[config.mk]
export PLATFORM = sky130hd
export DESIGN_NAME = ser_key_seq_ctrl
export DESIGN_NICKNAME = d
export VERILOG_FILES = /design/src/rtl/ser_key_seq_ctrl.sv
export SDC_FILE = /design/constraint.sdc
export NUM_CORES = 1
export LEC_CHECK = 0
export ABC_CLOCK_PERIOD_IN_PS = 2790
export CAP_MARGIN = 10
export CORE_ASPECT_RATIO = 0.5
export CORE_MARGIN = 1
export CORE_UTILIZATION = 45
export DETAILED_ROUTE_END_ITERATION = 16
export PLACE_DENSITY = 0.69
export SYNTH_ARGS = -nofsm -noshare
export SYNTH_HDL_FRONTEND = slang
export SYNTH_SLANG_ARGS = --single-unit
[constraint.sdc]
create_clock -name clk -period 2.79 [get_ports clk]
set_clock_uncertainty 0.05 [all_clocks]
set_input_delay 0.4185 -clock clk [delete_from_list [all_inputs] [get_ports clk]]
set_output_delay 0.4185 -clock clk [all_outputs]
set_load 0.005 [all_outputs]
[src/rtl/ser_key_seq_ctrl.sv]
// Serial key sequencer: resets the device, then clocks it N steps
// while shifting the SDRD response of each step into a result word.
module ser_key_seq_ctrl #(
  parameter int MAX_BITS  = 16,
  parameter int SETUP_CYC = 2,
  parameter int STRB_CYC  = 1
) (
  input  logic                clk,
  input  logic                rst_n,
  input  logic                start,
  input  logic [4:0]          nbits,
  input  logic [3:0]          nib,
  input  logic                abort,
  output logic                busy,
  output logic                done,
  output logic [MAX_BITS-1:0] result,
  output logic                dev_sser_n,
  output logic                dev_ba13,
  output logic                dev_ba12,
  output logic [3:0]          dev_nib,
  output logic                dev_br_w,
  output logic                dev_strb,
  input  logic                dev_sdrd
);

  localparam int IW = (MAX_BITS > 1) ? $clog2(MAX_BITS) : 1;
  localparam logic [4:0] MAXB = 5'(MAX_BITS);
  localparam logic [7:0] DRST_LAST = 8'(STRB_CYC);
  localparam logic [7:0] SETUP_LAST = 8'(SETUP_CYC - 1);
  localparam logic [7:0] STRB_LAST = 8'(STRB_CYC - 1);
  localparam logic [7:0] STRB_LEN = 8'(STRB_CYC);

  typedef enum logic [2:0] {
    IDLE, DRST, SETUP, SAMPLE, STRB, FIN
  } state_t;

  state_t st, st_d;
  logic [7:0] cnt, cnt_d;
  logic [4:0] step, step_d;
  logic [4:0] nb_q, nb_d;
  logic [3:0] nib_q, nib_d;
  logic [3:0] dnib_q, dnib_d;
  logic win, win_d;
  logic strb, strb_d;
  logic busy_q, busy_d;
  logic done_q, done_d;
  logic [MAX_BITS-1:0] res_q, res_d;

  always_ff @(posedge clk) begin
    if (!rst_n) begin
      st     <= IDLE;
      cnt    <= '0;
      step   <= '0;
      nb_q   <= '0;
      nib_q  <= '0;
      dnib_q <= '0;
      win    <= 1'b0;
      strb   <= 1'b0;
      busy_q <= 1'b0;
      done_q <= 1'b0;
      res_q  <= '0;
    end else begin
      st     <= st_d;
      cnt    <= cnt_d;
      step   <= step_d;
      nb_q   <= nb_d;
      nib_q  <= nib_d;
      dnib_q <= dnib_d;
      win    <= win_d;
      strb   <= strb_d;
      busy_q <= busy_d;
      done_q <= done_d;
      res_q  <= res_d;
    end
  end

  always_comb begin
    st_d   = st;
    cnt_d  = cnt;
    step_d = step;
    nb_d   = nb_q;
    nib_d  = nib_q;
    dnib_d = dnib_q;
    win_d  = win;
    strb_d = 1'b0;
    busy_d = busy_q;
    done_d = 1'b0;
    res_d  = res_q;
    case (st)
      IDLE: begin
        win_d = 1'b0;
        if (start) begin
          nib_d  = nib;
          nb_d   = (nbits == 5'd0 || nbits > MAXB) ? MAXB : nbits;
          res_d  = '0;
          step_d = '0;
          cnt_d  = '0;
          busy_d = 1'b1;
          strb_d = 1'b1;
          st_d   = DRST;
        end
      end
      DRST: begin
        if (cnt == DRST_LAST) begin
          cnt_d  = '0;
          win_d  = 1'b1;
          dnib_d = nib_q;
          st_d   = SETUP;
        end else begin
          cnt_d  = cnt + 8'd1;
          strb_d = (cnt + 8'd1) < STRB_LEN;
        end
      end
      SETUP: begin
        if (cnt == SETUP_LAST) begin
          cnt_d = '0;
          st_d  = SAMPLE;
        end else begin
          cnt_d = cnt + 8'd1;
        end
      end
      SAMPLE: begin
        res_d[step[IW-1:0]] = dev_sdrd;
        step_d = step + 5'd1;
        cnt_d  = '0;
        strb_d = 1'b1;
        st_d   = STRB;
      end
      STRB: begin
        if (cnt == STRB_LAST) begin
          cnt_d = '0;
          if (step == nb_q) begin
            win_d  = 1'b0;
            busy_d = 1'b0;
            done_d = 1'b1;
            st_d   = FIN;
          end else begin
            st_d = SETUP;
          end
        end else begin
          cnt_d  = cnt + 8'd1;
          strb_d = 1'b1;
        end
      end
      FIN: st_d = IDLE;
      default: st_d = IDLE;
    endcase
    // abort drops the window with the strobe low and keeps partial bits
    if (abort && st != IDLE) begin
      st_d   = IDLE;
      cnt_d  = '0;
      step_d = step;
      strb_d = 1'b0;
      win_d  = 1'b0;
      busy_d = 1'b0;
      done_d = 1'b0;
      res_d  = res_q;
    end
  end

  assign busy       = busy_q;
  assign done       = done_q;
  assign result     = res_q;
  assign dev_sser_n = ~win;
  assign dev_ba13   = ~win;
  assign dev_ba12   = win;
  assign dev_br_w   = win;
  assign dev_nib    = dnib_q;
  assign dev_strb   = strb;

endmodule

Word-level counts from Yosys, hierarchy flattened
Index checks and enable logic that the tools add are counted.
{"block": "totals", "register_bits": 49}
{"block": "op_classes", "bitwise": 5, "reduce_logical": 21, "n_lt_le_gt_ge": 4, "muxes": 29, "n_addsub": 2, "eq_ne": 11}
{"cell": "$pmux 16 s2", "n": 1}
{"cell": "$pmux 8 s4", "n": 1}
{"cell": "$mux 8", "n": 3}
{"cell": "$bwmux 16", "n": 1}
{"cell": "$mux 16", "n": 1}
{"cell": "$mux 3", "n": 5}
{"cell": "$pmux 3 s5", "n": 1}
{"cell": "$reduce_and 4->1", "n": 3}
{"cell": "$mux 5", "n": 2}
{"cell": "$ne 2x2->1 const B", "n": 5}
{"cell": "$pmux 5 s2", "n": 1}
{"cell": "$mux 1", "n": 9}
{"cell": "$add 8x1->8 const B", "n": 1}
{"cell": "$eq 8x1->1 const B", "n": 1}
{"cell": "$logic_not 8->1", "n": 1}
{"cell": "$lt 8x1->1 const B", "n": 1}
{"cell": "$eq 3x2->1 const B", "n": 2}
{"cell": "$reduce_and 2->1", "n": 3}
{"cell": "$reduce_bool 3->1", "n": 2}
{"cell": "$add 5x1->5 const B", "n": 1}
{"cell": "$eq 5x5->1", "n": 1}
{"cell": "$gt 5x5->1 const B", "n": 1}
{"cell": "$logic_not 5->1", "n": 1}
{"cell": "$lt 4x5->1 const B", "n": 1}
{"cell": "other kinds (16)", "n": 23}

Depth between registers and ports, before layout
{"block": "logic_depth", "depth_word": 6, "mapped_depth": 7, "ltp_nobuf": 6}

Worst setup path before layout
Ideal clock, no wire load.
{"block": "synth_path", "path_kind": "register -> register", "startpoint": "register cnt[4]", "endpoint": "register dnib_q[0] (netlist: dev_nib[0])", "required_time_ps": 2624, "setup_slack_ps": 911, "stages_incl_launch_ff": 7, "setup_time_ps": 116, "t_arrival_ps": 1713, "path_cell_list": "dfxtp_1 buf_6 or4_4 nor3_4 nor3b_4 mux2i_1 nor2b_1"}
{"block": "synth_via", "elab_chain_cells": 2}
{"item": "start, declared", "line_no": "38", "source": "logic [7:0] cnt, cnt_d;"}
{"item": "start signal, assigned", "line_no": "64", "source": "cnt <= cnt_d;"}
{"item": "$eq 8x1->1", "line_no": "104", "source": "if (cnt == DRST_LAST) begin"}
{"item": "$reduce_and 2->1 (no line)"}
{"item": "end signal, assigned", "line_no": "68", "source": "dnib_q <= dnib_d;"}
{"item": "end, declared", "line_no": "42", "source": "logic [3:0] dnib_q, dnib_d;"}
Every way passes these cells.
A chain may end at the register's enable or synchronous reset.

Final worst setup path
{"block": "layout_path", "startpoint": "register st[0]", "endpoint": "register step[4]"}
{"block": "layout_via", "elab_chain_cells": 4, "elab_cells_between_ends": 9}
{"item": "start, declared", "line_no": "37", "source": "state_t st, st_d;"}
{"item": "start signal, assigned", "line_no": "63", "source": "st <= st_d;"}
{"item": "parallel branches: the longest is 4 deep, another holds $eq 3x2->1"}
{"item": "end signal, assigned", "line_no": "65", "source": "step <= step_d;"}
{"item": "end, declared", "line_no": "39", "source": "logic [4:0] step, step_d;"}
Parallel ways; which one is timed is not known.

==> key figures <==
Route
  • Final wirelength: 5360 um
  • Iter 0 DRT Violations: 112
  • Detailed-route via count: 2142
  • TritonRoute pass-1 iters: 4
  • DR DRC count: 0
  • Routed length per instance: 13.5 um
  • DRT antenna net count: 0
  • Vias per cell: 5.41

Cells and area
  • Synth-to-layout area growth: 20.4%
  • # fillers: 466
  • Share of layout cells above drive strength 1: 5.83%
  • Final core utilization: 58.8%
  • Final std cells w/o fill: 396
  • Layout net count: 350
  • Cell area after layout: 3030 um2
  • Ant. Diodes: 0

Power and ir drop
  • Leakage: 1.16 nW
  • Peak VDD IR: 0.267 mV
  • Clk network pwr share: 20.6%
  • Total Power: 1.87 mW
  • Seq pwr share: 44.2%
  • NetSw: 0.677 mW
  • Comb power frac: 35.2%
  • Sw Share: 36.2%
  • Cell Pwr Density: 616 nW/um2
  • Power Internal: 1.19 mW

Synthesis
  • Synth Register Bits: 49
  • Synthesized area per cell: 8.57 um2
  • Most frequent cell after synthesis: dfxtp_1
  • Synthesis Warnings: 0
  • Top cell type's share of synthesized area: 38.9%
  • Main flop type after synthesis: dfxtp_1
  • Sequential element share of the synthesized area: 38.9%
  • Syn Nets: 317
  • Area contributors post-synth: dfxtp_1 39%, mux2i_1 6.4%, ha_1 4.5%
  • Post-synth EDFFs: 0
  • Top post-synthesis cells by count: 49 x dfxtp_1, 30 x nor2_1, 29 x nand2_1
  • Synth area leader: dfxtp_1
  • Mapped cell area: 2520 um2
  • Post-Syn Instances: 294
  • Post-synthesis async set-or-reset flop share: 0%
  • Yosys cell types: 56

Critical path
  • Critical path's slowest cell: o21ai_2
  • CP endpoint kind: register
  • Critical Path AT: 2.35 ns
  • WP buf/inv: 0
  • Worst path required time: 2.93 ns
  • Critical path class: register to register
  • CP max FO: 18
  • CP top delay family: simple AND/OR/NAND/NOR gates
  • Worst path cell trace: nand3b_1, o21ai_2, nand4_1, and3_1, o21a_1
  • CP max stage delay: 0.58 ns
  • CP startpoint kind: register

Timing
  • Final hold violation count: 0
  • Period utilization: 79.1%
  • Setup TNS: 0 ns
  • Max-slew violations: 0
  • Crit path time final: 2.21 ns
  • Worst slew pin tran: 0.626 ns
  • RSZ-0062 raised after global routing: no
  • Slew margin rel.: 58.2%
  • Final setup violation count: 0
  • Max Freq: 453 MHz

Clocking
  • CTS sink count: 49
  • Root cell of the clock tree: clkbuf_8
  • Post-CTS Setup Bufs: 0
  • Hold_buf cts: 0
  • CTS tree: built
  • Post-cts gate resize count: 0
  • TritonCTS buffer count: 5
  • CTS Buffer Depth: 2
  • Skew-Pair Late Insertion Delay: 0.29 ns
  • Clock slew at reported path FFs: 0.08 ns
  • H-tree Lvls: 2

GRT
  • Initial antenna violation count: 0
  • Largest net degree at the start of global routing: 23
  • First-pass GRT wire length: 9090 um
  • Vias in the first global route: 1986
  • Gr ovfl total: 0
  • Total track usage: 19.8%

Floorplan
  • Row cnt: 18
  • Core box area: 5160 um2
  • Die Y: 54.9 um
  • IO Count: 41
  • Die area: 5920 um2
  • Starting density of the core: 48.9%
  • Chip Width: 108 um

Hold path
  • Worst Hold Class: register to register

Placed design
  • IO Port Bufs: 40
  • Post-DP HPWL: 3880 um
  • GPL Wtd Cong: 0.824
  • Placed Area: 2960 um2
  • Dpl cells: 390

Run
  • Max-cap viol count: 0

Run status
  • Run status: completed
-- power by group through the flow --
stage	registers (mW)	logic, mW	clock network, mW
2_1_floorplan	0.799	0.496	0
3_3_place_gp	0.838	0.639	0
3_5_place_dp	0.840	0.653	0
4_1_cts	0.824	0.656	0.391
5_1_grt	0.835	0.733	0.424
6_report	0.826	0.658	0.384
-- worst reg2reg max path, delay by kind of cell (launching register included) --
family	cells	cell delay (ns)
AND/OR/NAND/NOR	3	0.78
AO/OA/AOI/OAI	2	0.75
flip-flops	1	0.54
-- cells by family after synthesis --
group / Yosys count / share of synthesized area, %
and+or+nand+nor: 130 / 27.3
xor gates and xnor gates: 10 / 3.48
muxes: 16 / 6.36
buffers and inverters: 30 / 5.21
AOI/OAI and AO/OA: 50 / 14.3
adders and majority gates: 9 / 4.47
DFF: 49 / 38.9
-- placed cells by master, fill, tap and decap left out, types with 4 or more instances in the layout --
master,count
a21boi_0,7
a21oi_1,8
a31oi_1,4
a32oi_1,4
buf_4,6
clkbuf_8,5
clkdlybuf4s50_1,40
dfxtp_1,49
ha_1,9
inv_1,10
mux2i_1,16
nand2_1,29
nand3_1,19
nand3b_1,4
nand4_1,7
nor2_1,30
nor2b_1,14
nor3_1,5
xnor2_1,4
xor2_1,6
-- layer usage --
metal / track usage (%) / vias up / wire length, um
li1: - / 1098 / -
met1: 25.7 / 987 / 2580
met2: 34.8 / 55 / 2480
met3: 4.57 / 2 / 283
met4: 3.42 / 0 / 8
met5: 0 / - / 0
-- flip-flops by register name, indices dropped and copies added, names as in the netlist --
name,flops
busy,1
cnt,8
dev_ba12,1
dev_nib,4
dev_strb,1
done,1
nb_q,5
nib_q,4
result,16
st,3
step,5
-- worst paths after layout --
path	start	end	slack, ns	cells after the start
worst max-delay path	st[0]	step[4]	0.58	5
worst min-delay path	nib_q[3]	nib_q[3]	0.42	2
worst max register to register	st[0]	step[4]	0.58	5
worst min register to register	nib_q[3]	nib_q[3]	0.42	2
-- cell type report --
type | instances | area [um2] | area share, %
Sequential cell | 49 | 981 | 32.3
Multi-Input combinational cell | 215 | 1410 | 46.4
Clock inverter | 1 | 5.00 | 0.165
Tap cell | 70 | 87.6 | 2.89
Timing Repair Buffer | 46 | 445 | 14.7
Clock buffer | 5 | 68.8 | 2.27
Inverter | 10 | 37.5 | 1.24
-- metrics by stage --
step           setup slack, ns  hold WS (ns)
6_report                 0.582         0.420
5_1_grt                  0.436         0.444
4_1_cts                  0.586         0.424
3_5_place_dp             0.316         0.412
3_3_place_gp             0.372         0.400
2_1_floorplan            0.911         0.393
Note: power is estimated with default switching activity, not from simulation.
==> patch (same flow settings) <==
Add an input register stage for `start`, `nbits`, `nib`, `abort` and `dev_sdrd`, cleared by the reset; this delays them by one clock.
--- a/src/rtl/ser_key_seq_ctrl.sv
+++ b/src/rtl/ser_key_seq_ctrl.sv
@@ -35,2 +35,24 @@
   } state_t;
+
+  logic start_q;
+  logic [4:0] nbits_q;
+  logic [3:0] nib_r;
+  logic abort_q;
+  logic dev_sdrd_q;
+
+  always_ff @(posedge clk) begin
+    if (!rst_n) begin
+      start_q    <= '0;
+      nbits_q    <= '0;
+      nib_r      <= '0;
+      abort_q    <= '0;
+      dev_sdrd_q <= '0;
+    end else begin
+      start_q    <= start;
+      nbits_q    <= nbits;
+      nib_r      <= nib;
+      abort_q    <= abort;
+      dev_sdrd_q <= dev_sdrd;
+    end
+  end
 
@@ -91,5 +113,5 @@
         win_d = 1'b0;
-        if (start) begin
-          nib_d  = nib;
-          nb_d   = (nbits == 5'd0 || nbits > MAXB) ? MAXB : nbits;
+        if (start_q) begin
+          nib_d  = nib_r;
+          nb_d   = (nbits_q == 5'd0 || nbits_q > MAXB) ? MAXB : nbits_q;
           res_d  = '0;
@@ -122,3 +144,3 @@
       SAMPLE: begin
-        res_d[step[IW-1:0]] = dev_sdrd;
+        res_d[step[IW-1:0]] = dev_sdrd_q;
         step_d = step + 5'd1;
@@ -148,3 +170,3 @@
     // abort drops the window with the strobe low and keeps partial bits
-    if (abort && st != IDLE) begin
+    if (abort_q && st != IDLE) begin
       st_d   = IDLE;
Function: changed (Yosys sat finds a counterexample within 4 cycles, from zero or initial values and one cycle with rst_n low).
==> patch against the original RTL <==
- largest cell class unchanged
- setup slack worse by 0.087 ns
- sequential share of layout area up 1.7 points
- clock power rose to 3.0 times the old value
- critical endpoint is now cnt[4]
- combinational power down 15%
- total power up 45%
- design area up 18%
- routed wire length up 12%
- sequential cell count up 12
- area after synthesis up 13%
==> patch: results (changes against the original RTL) <==
| Metric | Value |
|---|---|
| Yosys Warn Count | `0 (unchanged)` |
| Share of cells above drive strength 1 | `7.28% (was 5.83%)` |
| Drt first pass iters | `8 (was 4)` |
| Synth Area per Inst | `8.83 um2 (was 8.57 um2)` |
| DR iter-0 viols | `113 (was 112)` |
| Via density | `5.19 (was 5.41)` |
| Buffers on Ports | `40 (unchanged)` |
| Net Count, Synth | `346 (was 317)` |
| H-tree depth | `3 (was 2)` |
| List of most frequent post-synthesis cells | `dfxtp_1 (61), nor2_1 (29), nand2_1 (23) (was dfxtp_1 (49), nor2_1 (30), nand2_1 (29))` |
| Tightest Hold Check Type | `flop to flop (unchanged)` |
| Post-synthesis sequential area ratio | `42.8% (was 38.9%)` |
| Diodes inserted | `0 (unchanged)` |
| Leak | `1.41 nW (was 1.16 nW)` |
| Largest net degree at the start of global routing | `36 (was 23)` |
| Clock Path Buffers | `2 (unchanged)` |
| Placed insts | `430 (was 390)` |
| Outcome | `finished, final reports clean (unchanged)` |
| CP delay by family, top | `compound AO/OA/AOI/OAI gates (was simple AND/OR/NAND/NOR gates)` |
| Top-count cell post-synth | `dfxtp_1 (unchanged)` |
| Pre-CTS WS | `0.536 ns (was 0.316 ns)` |
| Antenna violations before repair | `0 (unchanged)` |
| Finished Layout Cells | `445 (was 396)` |
| Drt total wl | `5990 um (was 5360 um)` |
| Max reg flops | `16 (unchanged)` |
| GRT Overall Usage | `20.2% (was 19.8%)` |
| Distinct cell type count after synthesis | `48 (was 56)` |
| Slowest cell delay on critical path | `0.65 ns (was 0.58 ns)` |
| Synth top area cells | `dfxtp_1 (43%), mux2i_1 (7.4%), and2_1 (3.9%), ha_1 (3.9%), nand3_1 (3.9%) (was dfxtp_1 (39%), mux2i_1 (6.4%), ha_1 (4.5%), nor2_1 (4.5%), nand2_1 (4.3%))` |
| Peak supply drop | `0.260 mV (was 0.267 mV)` |
| Gpl congestion | `0.790 (was 0.824)` |
| First-pass GRT wire length | `10300 um (was 9090 um)` |
| Clk Latency, worst-skew pair | `0.32 ns (was 0.29 ns)` |
| Clock-pin transition on the worst setup and hold timing paths | `0.05 ns (was 0.08 ns)` |
| Post-DP HPWL | `4010 um (was 3880 um)` |
| Root Driver | `clkbuf_16 (was clkbuf_8)` |
| Max stage delay cell, worst path | `dfxtp_1 (was o21ai_2)` |
| CTS Buf Count | `9 (was 5)` |
| Final #Nets | `376 (was 350)` |
| CP arrival | `2.50 ns (was 2.35 ns)` |
| DP Area | `3280 um2 (was 2960 um2)` |
| # Post-CTS Setup Buffers | `0 (unchanged)` |
| Worst-path maximum fanout | `18 (unchanged)` |
| Slew margin rel. | `62.2% (was 58.2%)` |
## patch: cells by family (layout without fill, tap and decap cells)
| group | Yosys count | count (layout) | share of synthesized area (%) |
|---|---|---|---|
| fa+ha+maj | 9 | 9 | 3.95 |
| simple gates | 145 | 145 | 27.5 |
| xor+xnor | 12 | 12 | 3.68 |
| compound gates | 42 | 42 | 9.61 |
| flops | 61 | 61 | 42.8 |
| mux | 21 | 21 | 7.37 |
| buf+inv | 33 | 67 | 5.13 |
## patch: area by class of cell
| class | count | area (um2) |
|---|---|---|
| clock buffers | 11 | 233 |
| well taps | 88 | 110 |
| repair buffers | 44 | 430 |
| flip-flops and latches | 61 | 1220 |
| multi-input cells | 229 | 1490 |
| clock inverters | 4 | 73.8 |
| fillers | 538 | 2500 |
| inverters | 8 | 30.0 |
## patch: layer usage
| layer | up-vias | wire length, um | part of all wire (%) | track usage (%) |
|---|---|---|---|---|
| met5 | - | 0 | 0 | 0 |
| met1 | 1093 | 2810 | 47 | 23.4 |
| li1 | 1164 | - | - | - |
| met4 | 0 | 59 | 0.98 | 8.72 |
| met2 | 44 | 2920 | 49 | 35.0 |
| met3 | 7 | 202 | 3.4 | 6.80 |
## patch: path summary, 6_finish.rpt
| check | from | end | slack [ns] | cells past startpoint |
|---|---|---|---|---|
| max | st[2] | cnt[4] | 0.50 | 5 |
| min | busy | busy | 0.43 | 2 |
| max reg2reg | st[2] | cnt[4] | 0.50 | 5 |
| min reg2reg | busy | busy | 0.43 | 2 |
## patch: power breakdown
part,switching (mW),internal (mW),total (mW)
clock,0.369,0.776,1.15
sequential,0.0855,0.925,1.01
combinational,0.338,0.223,0.561
total,0.793,1.92,2.72
